[src/rtl/branch_recovery_ctrl_if.sv]
// Recovery bus between branch resolution, the recovery controller and fetch/rename.
// The slave modport is the controller side; the master modport is the environment side.
interface branch_recovery_ctrl_if #(
   parameter int PC_W  = 32,
   parameter int CNT_W = 16
);
   logic              flush_in;
   logic [1:0]        pick_branch_in;
   logic [3:0]        lane_valid_in;
   logic [4*PC_W-1:0] target_pc_in;
   logic              redirect_ready;
   logic [3:0]        squash_mask;
   logic              ckpt_restore;
   logic [1:0]        ckpt_id;
   logic              stall_out;
   logic              redirect_valid;
   logic [PC_W-1:0]   redirect_pc;
   logic              flush_overrun;
   logic [CNT_W-1:0]  recovery_count;

   modport slave (
      input  flush_in, pick_branch_in, lane_valid_in, target_pc_in, redirect_ready,
      output squash_mask, ckpt_restore, ckpt_id, stall_out, redirect_valid,
             redirect_pc, flush_overrun, recovery_count
   );

   modport master (
      output flush_in, pick_branch_in, lane_valid_in, target_pc_in, redirect_ready,
      input  squash_mask, ckpt_restore, ckpt_id, stall_out, redirect_valid,
             redirect_pc, flush_overrun, recovery_count
   );
endinterface

[src/rtl/branch_recovery_ctrl.sv]
// Misprediction recovery: squash younger lanes, pulse a checkpoint restore, stall for a
// fixed restore window, then hand the corrected PC to fetch over valid/ready.
module branch_recovery_ctrl #(
   parameter int PC_W        = 32,
   parameter int CKPT_CYCLES = 3,
   parameter int CNT_W       = 16
) (
   input logic                   clk,
   input logic                   rst_n,
   branch_recovery_ctrl_if.slave bus
);

   typedef enum logic [1:0] {
      IDLE     = 2'd0,
      RESTORE  = 2'd1,
      REDIRECT = 2'd2
   } state_t;

   state_t            state_q, state_d;
   logic [3:0]        cnt_q, cnt_d;
   logic [PC_W-1:0]   pc_q, pc_d;
   logic [1:0]        id_q, id_d;
   logic [3:0]        squash_q, squash_d;
   logic              restore_q, restore_d;
   logic [1:0]        ckpt_id_q, ckpt_id_d;
   logic              stall_q, stall_d;
   logic              valid_q, valid_d;
   logic [PC_W-1:0]   rpc_q, rpc_d;
   logic              overrun_q, overrun_d;
   logic [CNT_W-1:0]  count_q, count_d;

   function automatic logic [CNT_W-1:0] sat_inc(input logic [CNT_W-1:0] v);
      return (&v) ? v : v + 1'b1;
   endfunction

   always_comb begin
      state_d   = state_q;
      cnt_d     = cnt_q;
      pc_d      = pc_q;
      id_d      = id_q;
      squash_d  = '0;
      restore_d = 1'b0;
      ckpt_id_d = ckpt_id_q;
      stall_d   = stall_q;
      valid_d   = 1'b0;
      rpc_d     = rpc_q;
      overrun_d = overrun_q;
      count_d   = count_q;

      case (state_q)
         IDLE: begin
            stall_d = 1'b0;
            if (bus.flush_in) begin
               pc_d      = bus.target_pc_in[int'(bus.pick_branch_in)*PC_W +: PC_W];
               id_d      = bus.pick_branch_in;
               ckpt_id_d = bus.pick_branch_in;
               for (int i = 0; i < 4; i++)
                  squash_d[i] = bus.lane_valid_in[i] && (i > int'(bus.pick_branch_in));
               restore_d = 1'b1;
               stall_d   = 1'b1;
               cnt_d     = 4'(CKPT_CYCLES - 1);
               count_d   = sat_inc(count_q);
               state_d   = RESTORE;
            end
         end
         RESTORE: begin
            stall_d = 1'b1;
            if (bus.flush_in) overrun_d = 1'b1;
            if (cnt_q == 4'd0) begin
               state_d = REDIRECT;
               valid_d = 1'b1;
               rpc_d   = pc_q;
            end else begin
               cnt_d = cnt_q - 4'd1;
            end
         end
         REDIRECT: begin
            if (bus.flush_in) overrun_d = 1'b1;
            // valid is high for the whole of REDIRECT, so ready alone completes the handshake
            if (bus.redirect_ready) begin
               state_d = IDLE;
               stall_d = 1'b0;
               valid_d = 1'b0;
            end else begin
               stall_d = 1'b1;
               valid_d = 1'b1;
            end
         end
         default: begin
            state_d = IDLE;
            stall_d = 1'b0;
         end
      endcase
   end

   always_ff @(posedge clk or negedge rst_n) begin
      if (!rst_n) begin
         state_q   <= IDLE;
         cnt_q     <= '0;
         pc_q      <= '0;
         id_q      <= '0;
         squash_q  <= '0;
         restore_q <= 1'b0;
         ckpt_id_q <= '0;
         stall_q   <= 1'b0;
         valid_q   <= 1'b0;
         rpc_q     <= '0;
         overrun_q <= 1'b0;
         count_q   <= '0;
      end else begin
         state_q   <= state_d;
         cnt_q     <= cnt_d;
         pc_q      <= pc_d;
         id_q      <= id_d;
         squash_q  <= squash_d;
         restore_q <= restore_d;
         ckpt_id_q <= ckpt_id_d;
         stall_q   <= stall_d;
         valid_q   <= valid_d;
         rpc_q     <= rpc_d;
         overrun_q <= overrun_d;
         count_q   <= count_d;
      end
   end

   assign bus.squash_mask    = squash_q;
   assign bus.ckpt_restore   = restore_q;
   assign bus.ckpt_id        = ckpt_id_q;
   assign bus.stall_out      = stall_q;
   assign bus.redirect_valid = valid_q;
   assign bus.redirect_pc    = rpc_q;
   assign bus.flush_overrun  = overrun_q;
   assign bus.recovery_count = count_q;

endmodule
[src/flat_wrapper.sv]
// flat-port wrapper written by rule: the top's interface ports become plain ports
module branch_recovery_ctrl_flat 
#(
   parameter int PC_W        = 32,
   parameter int CKPT_CYCLES = 3,
   parameter int CNT_W       = 16
)
  (clk, rst_n, bus_flush_in, bus_pick_branch_in, bus_lane_valid_in, bus_target_pc_in, bus_redirect_ready, bus_squash_mask, bus_ckpt_restore, bus_ckpt_id, bus_stall_out, bus_redirect_valid, bus_redirect_pc, bus_flush_overrun, bus_recovery_count);
  branch_recovery_ctrl_if #(.PC_W(PC_W), .CNT_W(CNT_W)) bus_i ();
  input logic clk;
  input logic rst_n;
  input wire logic [$bits(bus_i.flush_in)-1:0] bus_flush_in;
  input wire logic [$bits(bus_i.pick_branch_in)-1:0] bus_pick_branch_in;
  input wire logic [$bits(bus_i.lane_valid_in)-1:0] bus_lane_valid_in;
  input wire logic [$bits(bus_i.target_pc_in)-1:0] bus_target_pc_in;
  input wire logic [$bits(bus_i.redirect_ready)-1:0] bus_redirect_ready;
  output wire logic [$bits(bus_i.squash_mask)-1:0] bus_squash_mask;
  output wire logic [$bits(bus_i.ckpt_restore)-1:0] bus_ckpt_restore;
  output wire logic [$bits(bus_i.ckpt_id)-1:0] bus_ckpt_id;
  output wire logic [$bits(bus_i.stall_out)-1:0] bus_stall_out;
  output wire logic [$bits(bus_i.redirect_valid)-1:0] bus_redirect_valid;
  output wire logic [$bits(bus_i.redirect_pc)-1:0] bus_redirect_pc;
  output wire logic [$bits(bus_i.flush_overrun)-1:0] bus_flush_overrun;
  output wire logic [$bits(bus_i.recovery_count)-1:0] bus_recovery_count;
  assign bus_i.flush_in = bus_flush_in;
  assign bus_i.pick_branch_in = bus_pick_branch_in;
  assign bus_i.lane_valid_in = bus_lane_valid_in;
  assign bus_i.target_pc_in = bus_target_pc_in;
  assign bus_i.redirect_ready = bus_redirect_ready;
  assign bus_squash_mask = bus_i.squash_mask;
  assign bus_ckpt_restore = bus_i.ckpt_restore;
  assign bus_ckpt_id = bus_i.ckpt_id;
  assign bus_stall_out = bus_i.stall_out;
  assign bus_redirect_valid = bus_i.redirect_valid;
  assign bus_redirect_pc = bus_i.redirect_pc;
  assign bus_flush_overrun = bus_i.flush_overrun;
  assign bus_recovery_count = bus_i.recovery_count;
  branch_recovery_ctrl #(.PC_W(PC_W), .CKPT_CYCLES(CKPT_CYCLES), .CNT_W(CNT_W)) u_core (.clk(clk), .rst_n(rst_n), .bus(bus_i));
endmodule
[config.mk]
export PLATFORM = sky130hd
export DESIGN_NAME = branch_recovery_ctrl_flat
export DESIGN_NICKNAME = d
export VERILOG_FILES = /design/src/rtl/branch_recovery_ctrl_if.sv /design/src/rtl/branch_recovery_ctrl.sv /design/src/flat_wrapper.sv
export SDC_FILE = /design/constraint.sdc
export NUM_CORES = 1
export LEC_CHECK = 0
export ABC_AREA = 1
export BUFFER_PORTS_ARGS = -buffer_cell sky130_fd_sc_hd__buf_4
export CAP_MARGIN = 30
export CORE_ASPECT_RATIO = 0.7
export CORE_MARGIN = 3
export CORE_UTILIZATION = 44
export DETAILED_ROUTE_END_ITERATION = 10
export PLACE_DENSITY_LB_ADDON = 0.1
export RECOVER_POWER = 100
export SKIP_CTS_REPAIR_TIMING = 1
export SLEW_MARGIN = 20
export SYNTH_ARGS = -nofsm -noshare
export SYNTH_HDL_FRONTEND = slang
export SYNTH_SLANG_ARGS = --single-unit
[constraint.sdc]
create_clock -name clk -period 1.4 [get_ports clk]
set_input_delay 0.14 -clock clk [delete_from_list [all_inputs] [get_ports clk]]
set_output_delay 0.14 -clock clk [all_outputs]
set_load 0.02 [all_outputs]
Word-level counts from Yosys, hierarchy flattened. Cells that the tools add are included.

Register bits after elaboration: 96. Input port bits: 138. Logic and storage cells: 53. Output and inout bits: 58.

Bitwise gates (word level): 1. Add/subtract/negate cells: 2. Shifts and indexed selects: 1. Equal/unequal tests: 6. Mux-type cells: 15. Order comparisons: 3. Reduce and logical (&&, ||, !) cells: 14.

Operators with widths (count): variable part select 128 x 8 -> 32 bit (1); adder 16 x 1 -> 16 bit, second input constant (1); two-way mux 4 bit (4); AND reduction 16 bit (1); AND reduction 3 bit (3); one-hot mux 4 bit (2 select lines) (1); two-way mux 2 bit (3); inequality test 2 bit, second input constant (3); one-hot mux 2 bit (3 select lines) (1); AND reduction 2 bit (3); greater-than comparator 2 bit, first input constant (2); logical NOT 4 bit (1); two-way mux 1 bit (4); subtractor 4 x 1 -> 4 bit, second input constant (1); logical AND 1 bit (3); one-hot mux 1 bit (3 select lines) (1); equality test 2 x 1 -> 1 bit, second input constant (1); equality test 2 bit, second input constant (1); greater-than comparator 1 x 2 -> 1 bit, first input constant (1); logical NOT 2 bit (1); inequality test 2 x 1 -> 1 bit, second input constant (1); one-hot mux 1 bit (2 select lines) (1); nonzero test 2 bit (1); OR reduction 2 bit (1); NOT 1 bit (1).

Logic depth before layout (Yosys ltp). Gate-level depths: netlist (run 1).

Depth after elaboration: 4. Depth in mapped cells: 10.

Worst setup path after synthesis (run 1). No wires, ideal clock.

Path type: in2reg. From: input bus_pick_branch_in[0]. To: register u_core.pc_q[24]. Slack: 0.380 ns. Data required time: 1.262 ns. Arrival time: 0.882 ns. Stages on the path: 5. Path through: buf_2 > buf_2 > or2_2 > o21ai_0 > o221ai_1.

Cells in the longest elaborated chain, start to end: 1.

RTL lines: from (decl) (RTL line flat_wrapper.sv:13) `input wire logic [$bits(bus_i.pick_branch_in)-1:0] bus_pick_branch_in;`; variable part select 128 x 8 -> 32 bit (RTL line branch_recovery_ctrl.sv:54) `pc_d = bus.target_pc_in[int'(bus.pick_branch_in)*PC_W +: PC_W];`; to (signal assigned) (RTL line branch_recovery_ctrl.sv:113) `pc_q <= pc_d;`; to (decl) (RTL line branch_recovery_ctrl.sv:21) `logic [PC_W-1:0] pc_q, pc_d;`.

No other way between the ends. A chain may end at the register's enable or synchronous reset.

Final worst setup path (run 1).
From: register u_core.state_q[1]. To: register u_core.rpc_q[8], in the netlist u_core.bus.redirect_pc[8].

Cells in the longest elaborated chain, start to end: 2.

RTL lines: from (decl) (RTL line branch_recovery_ctrl.sv:19) `state_t state_q, state_d;`; from (signal assigned) (RTL line branch_recovery_ctrl.sv:111) `state_q <= state_d;`; equality test 2 x 1 -> 1 bit (RTL line branch_recovery_ctrl.sv:50) `case (state_q)`; AND reduction 2 bit (no line); to (signal assigned) (RTL line branch_recovery_ctrl.sv:120) `rpc_q <= rpc_d;`; to (decl) (RTL line branch_recovery_ctrl.sv:28) `logic [PC_W-1:0] rpc_q, rpc_d;`.

No other way between the ends.

==> results of run 1 <==
-- flip-flops by register name (all words and copies together), names as in the netlist --
name	count
u_core.bus.stall_out	1
u_core.bus.flush_overrun	1
u_core.bus.redirect_pc	32
u_core.cnt_q	4
u_core.pc_q	32
u_core.bus.ckpt_id	2
u_core.bus.recovery_count	16
u_core.bus.redirect_valid	1
u_core.state_q	2
u_core.bus.squash_mask	3
u_core.bus.ckpt_restore	1
-- cell usage in the layout (no fill, tap or decap), drive strengths merged --
cell,count
dfrtp,95
ha,7
clkinv,2
bufinv,1
a21o,1
mux2,17
nand2,143
xor2,4
buf,178
or2,17
o221ai,17
inv,56
nand3,15
nand4,3
a21oi,1
dlygate4sd3,1
clkbuf,68
conb,1
o21ai,120
a31oi,1
nand3b,8
nor3,1
nor2,65
a21boi,1
o21bai,1
clkinvlp,3
-- power groups by stage --
stage	clock network [mW]	registers, mW	logic, mW
2_1_floorplan	0	5.03	2.33
3_3_place_gp	0	4.42	4.96
3_5_place_dp	0	4.47	5.14
4_1_cts	2.50	4.44	5.16
5_1_grt	2.63	4.62	6.34
6_report	2.47	4.48	5.77
-- cell families after synthesis --
| kind of cell | synth area share, % |
|---|---|
| simple gates | 21.9 |
| flops | 48.1 |
| compound gates | 16.0 |
| xor+xnor | 0.708 |
| other cells | 0.0758 |
| buf+inv | 7.69 |
| mux | 3.87 |
| fa+ha+maj | 1.77 |
-- area by class of cell --
class	instances	area [um^2]
clock inverters	5	57.6
flip-flops and latches	95	2380
inverters	57	229
clock buffers	11	243
well taps	148	185
fillers	876	3240
multi-input cells	423	2540
repair buffers	236	1790
-- final timing paths --
kind | start | endpoint
setup / recovery | u_core.state_q[1] | u_core.bus.redirect_pc[8]
hold / removal | bus_lane_valid_in[2] | u_core.bus.squash_mask[2]
setup reg to reg | u_core.state_q[1] | u_core.bus.redirect_pc[8]
hold reg to reg | u_core.bus.flush_overrun | u_core.bus.flush_overrun
max in group asynchronous | rst_n | u_core.bus.redirect_pc[9]
min in group asynchronous | rst_n | u_core.bus.recovery_count[13]
-- stage by stage --
stage          cell area [um^2]  util (%)  TNS (ns)  hold WS [ns]
3_3_place_gp               6790      63.6    -0.234         0.126
6_report                   7430      69.6         0        0.0334
5_1_grt                    7430      69.6    -0.877        0.0288
3_5_place_dp               6790      63.6     -2.14         0.126
2_1_floorplan              4990         -  -0.00578        -0.156
4_1_cts                    7090      66.5     -2.93        -0.243
-- layer usage --
metal,up-vias,track usage [%]
li1,2409,-
met5,-,0
met1,2283,28.6
met3,15,6.44
met4,0,5.28
met2,168,38.6
-- worst max-delay path: stages, from the launching register on --
cell	delay, ns
dfrtp_1	0.38
inv_2	0.08
ha_4	0.18
nand3_4	0.12
clkbuf_16	0.18
mux2_2	0.33
==> results.json, run 1 <==
{
  "numCtsBuffers": 9,
  "cts_tree": "yes",
  "ys_top_cells_by_area": "dfrtp_1 (48%), o21ai_0 (12%), nand2_1 (10%)",
  "pre_cts_ws_ns": -0.0939,
  "synth_warnings": 0,
  "drive_above_1_share_pct": 36.6,
  "p_int_mw": 7.75,
  "post_layout_nonfiller_instances": 975,
  "coreArea_mm2": 0.0107,
  "worst_pin_slew_ns": 0.852,
  "die_x_um": 133,
  "dr_wl_met2_um": 7440,
  "cp-end-kind": "flip-flop",
  "setup_ws_ns": 0.00902,
  "skew_ns": 0.00775,
  "leakagePower_nw": 3.53,
  "hold_class": "input port to flip-flop",
  "ctsRootBufferMaster": "clkbuf_16",
  "place_hpwl_um": 10800,
  "pwr-share-clk_pct": 19.4,
  "area_delta_synth_final_pct": 50.2,
  "top_layer": "met4",
  "pwr-share-seq_pct": 35.2,
  "worstSetupPathType": "flip-flop to flip-flop",
  "period_share_pct": 99.4,
  "first_pass_iters": 4,
  "power.share.combinational_pct": 45.4,
  "status": "finished, final reports clean",
  "gp_congestion": 0.826,
  "hold_depth": 3,
  "globalRouteOverflowTotal": 0,
  "ant_nets": 0,
  "num_io_pins": 196,
  "syn_area_mm2": 0.00495,
  "report.power.total_mw": 12.7,
  "synth_cells": 605,
  "vias_per_cell": 5.00,
  "cp-start-kind": "flip-flop",
  "drc_errors": 0,
  "die_y_um": 94.7,
  "rr_worst_depth": 5,
  "clk_pin_slew_ns": 0.06,
  "routed_wl_um": 15100,
  "grt_pass1_vias": 4702,
  "clock_latency_ns": 0.34,
  "wl_met1_um": 6430,
  "initial_core_util_pct": 46.4,
  "yosys_register_bits": 95,
  "antenna_found_initial": 0,
  "synthArstFlopShare_pct": 100,
  "avgSynthCellArea_um2": 8.18,
  "io_buffers": 193,
  "hold_viol": 0,
  "vias": 4875,
  "synth_nets": 750,
  "pwr_density_cell_mw_per_mm2": 1710,
  "n_antenna_cell": 0,
  "place_inst": 946,
  "synth_cell_types": 32,
  "synth_top_area_share_pct": 48.1,
  "required_ns": 1.62,
  "routedWlPerCell_um": 15.5,
  "max_slew_margin_pct": 43.2,
  "htree_levels": 3,
  "ys.flop_type": "dfrtp_1",
  "grt_setup_unrepaired": "yes",
  "grt_max_degree": 49,
  "fin_nets": 967,
  "synth.most_common_cell": "nand2_1",
  "drtIter0Drc": 257,
  "met3_length_um": 1050,
  "maxSlewViolCount": 0,
  "synth_edf_count": 0,
  "ir_worst_vdd_mv": 0.968,
  "setup_viol_count_final": 0,
  "cp_max_fo": 10,
  "power.net_switching_mw": 4.96,
  "core.rowCount": 31,
  "swShare_pct": 39.0,
  "reg2reg_slack_ns": 0.009,
  "arrival_ns": 1.61,
  "track_usage_pct": 22.5,
  "grt_pass1_wl_um": 22700,
  "yosys.area.top_type": "dfrtp_1",
  "fin_crit_ns": 1.39,
  "cts_buffer_depth": 2,
  "synthTopCellsByCount": "nand2_1 (133), o21ai_0 (115), dfrtp_1 (95)",
  "drv_cap": 0,
  "fmax_mhz": 719,
  "ys_seq_area_share_pct": 48.1,
  "cts_sinks": 95,
  "die_area_mm2": 0.0126
}
Power figures use the tool's default switching activity.
==> inputs of run 2 (changes only) <==
Settings changed: ABC_AREA 1 to not set.
==> run 2 against run 1 <==
Net effect: the run now ends with setup timing left; non-clock buffer count is 31 higher; sequential share of layout area decreased by 0.85 points; count of clock-buffer cells in the layout down 2; combinational power grew 15%.
==> results.json, run 2 <==
{
  "status": "complete, but fails checks",
  "violations": "setup timing",
  "drive_above_1_share_pct": 66.8,
  "worstReg2RegStart": "u_core.cnt_q[0]",
  "syn_area_mm2": 0.00466,
  "maxSlewViolCount": 0,
  "drv_cap": 0,
  "ir_worst_vdd_mv": 0.831,
  "cp_max_fo": 6,
  "hold_depth": 2,
  "initial_core_util_pct": 46.5,
  "required_ns": 1.63,
  "grt_pass1_vias": 3878,
  "setup_ws_ns": -0.273,
  "pre_cts_ws_ns": -0.262,
  "routedWlPerCell_um": 19.0,
  "layout_commonest_cell": "buf_4",
  "numCtsBuffers": 9,
  "clk_pin_slew_ns": 0.07,
  "htree_levels": 3,
  "ys_top_cells_by_area": "dfrtp_1 (51%), mux2_2 (16%), mux4_2 (15%)",
  "rr_worst_depth": 6,
  "setup_tns_ns": -16.18,
  "core.rowCount": 30,
  "drtIter0Drc": 168,
  "die_y_um": 92.1,
  "avgSynthCellArea_um2": 15.0,
  "first_pass_iters": 4,
  "area_delta_synth_final_pct": 63.9,
  "num_io_pins": 196,
  "routed_wl_um": 13400,
  "die_area_mm2": 0.0119,
  "cts_sinks": 95,
  "period_share_pct": 120,
  "cp-end-kind": "flip-flop",
  "synth.most_common_cell": "dfrtp_1",
  "synth_top_area_share_pct": 51.0,
  "antenna_found_initial": 0,
  "synth_edf_count": 0,
  "yosys.area.top_type": "dfrtp_1",
  "setup_viol_count_final": 91,
  "final_cell_mix": "buf_4 (189), dfrtp_1 (88), mux2_4 (67)",
  "hp-start": "bus_lane_valid_in[3]",
  "arrival_ns": 1.90,
  "fin_util_pct": 76.3,
  "ctsRootBufferMaster": "clkbuf_16",
  "skew_ns": 0.00462,
  "leakagePower_nw": 3.56,
  "max_slew_margin_pct": 58.3,
  "report.power.total_mw": 14.0,
  "cp-start-kind": "flip-flop",
  "post_layout_nonfiller_instances": 703,
  "n_antenna_cell": 0,
  "ant_nets": 0,
  "ys.flop_type": "dfrtp_1",
  "grt_pass1_wl_um": 18900,
  "pwr_density_cell_mw_per_mm2": 1830,
  "ys_seq_area_share_pct": 51.0,
  "place_inst": 670,
  "worstSetupPathType": "flip-flop to flip-flop",
  "grt_max_degree": 47,
  "grt_setup_unrepaired": "yes",
  "synth_nets": 455,
  "synth_cells": 310,
  "cts_buffer_depth": 2,
  "fin_nets": 715,
  "io_buffers": 193,
  "gp_congestion": 0.835,
  "synth_cell_types": 44,
  "yosys_register_bits": 95,
  "r2r_end": "u_core.bus.redirect_pc[23]",
  "die_x_um": 129,
  "synthTopCellsByCount": "dfrtp_1 (95), mux2_2 (68), mux4_2 (32)",
  "coreArea_mm2": 0.0100,
  "drc_errors": 0,
  "fmax_mhz": 598,
  "worst_pin_slew_ns": 0.626,
  "hold_class": "input port to flip-flop",
  "cts_tree": "yes",
  "clock_latency_ns": 0.34,
  "vias": 3746,
  "hold_viol": 0,
  "synthArstFlopShare_pct": 100,
  "reg2reg_slack_ns": -0.27,
  "fin_crit_ns": 1.67,
  "place_hpwl_um": 9320,
  "synth_warnings": 0,
  "vias_per_cell": 5.33,
  "holdPathEnd": "u_core.bus.squash_mask[3]",
  "track_usage_pct": 20.3,
  "globalRouteOverflowTotal": 0
}
## run 2: changes by cell type after synthesis, sizes merged, moves of 7 or more
cell | previous run | this run
nand2 | 141 | 3
o21ai | 120 | 5
nor2 | 65 | 4
mux2 | 17 | 69
inv | 57 | 6
mux4 | 0 | 32
o221ai | 17 | 0
or2 | 17 | 0
clkbuf | 18 | 3
nand3b | 8 | 0
xnor2 | 0 | 7
## run 2: how the worst max path moves through the flow
| stage | startpoint | endpoint | cells past startpoint |
|---|---|---|---|
| 6_report | u_core.cnt_q[0] | u_core.bus.redirect_pc[23] | 6 |
| 5_1_grt | u_core.cnt_q[0] | u_core.bus.redirect_pc[14] | 6 |
| 4_1_cts | u_core.cnt_q[1] | u_core.bus.redirect_pc[10] | 6 |
| 3_5_place_dp | u_core.cnt_q[1] | u_core.bus.redirect_pc[10] | 6 |
| 3_3_place_gp | u_core.cnt_q[1] | u_core.bus.redirect_pc[10] | 6 |
| 2_1_floorplan | u_core.bus.recovery_count[1] | u_core.bus.recovery_count[1] | 5 |
## run 2: layout make-up
type                            count  area (um^2)
Multi-Input combinational cell    190         2700
Timing Repair Buffer              267         2030
Clock buffer                        9          225
Tap cell                          128          160
Inverter                            7         38.8
Fill cell                         661         2380
Sequential cell                    95         2390
Clock inverter                      7          104
## run 2: through the flow
step                      area (um^2)  hold slack [ns]
final                            7640           0.0634
after global routing             7640           0.0463
after CTS                        7260           -0.294
after detailed placement         6930           0.0739
after global placement           6930           0.0669
after floorplan                  4960           -0.156
## run 2: where the power goes
| part | internal (mW) | switching [mW] | total, mW |
|---|---|---|---|
| Clock | 1.59 | 1.08 | 2.67 |
| Combinational | 3.72 | 2.91 | 6.64 |
| Sequential | 3.93 | 0.784 | 4.72 |
| Total | 9.25 | 4.78 | 14.0 |
## run 2: cells by family (layout without fill, tap and decap cells)
family | count (synthesis) | after routing | share of synthesized area, %
flops | 95 | 95 | 51.0
mux | 101 | 101 | 32.2
compound gates | 20 | 20 | 2.74
simple gates | 48 | 48 | 6.87
fa+ha+maj | 7 | 7 | 1.88
other cells | 1 | 1 | 0.0804
xor+xnor | 13 | 13 | 2.44
buf+inv | 25 | 290 | 2.84
## run 2: worst max-delay path: stages, from the launching register on
cell and delay (ns):
dfrtp_1 0.40, inv_2 0.09, ha_4 0.13, nor3b_4 0.18
and2_4 0.27, clkbuf_16 0.19, mux2_4 0.30
## run 2: layer usage
| metal | global-route usage, % | share of wire, % | up-vias |
|---|---|---|---|
| met5 | 0 | 0 | - |
| met4 | 6.03 | 1.7 | 0 |
| met3 | 6.34 | 7.3 | 21 |
| met2 | 32.4 | 49 | 164 |
| met1 | 26.5 | 42 | 1862 |
| li1 | - | - | 1699 |
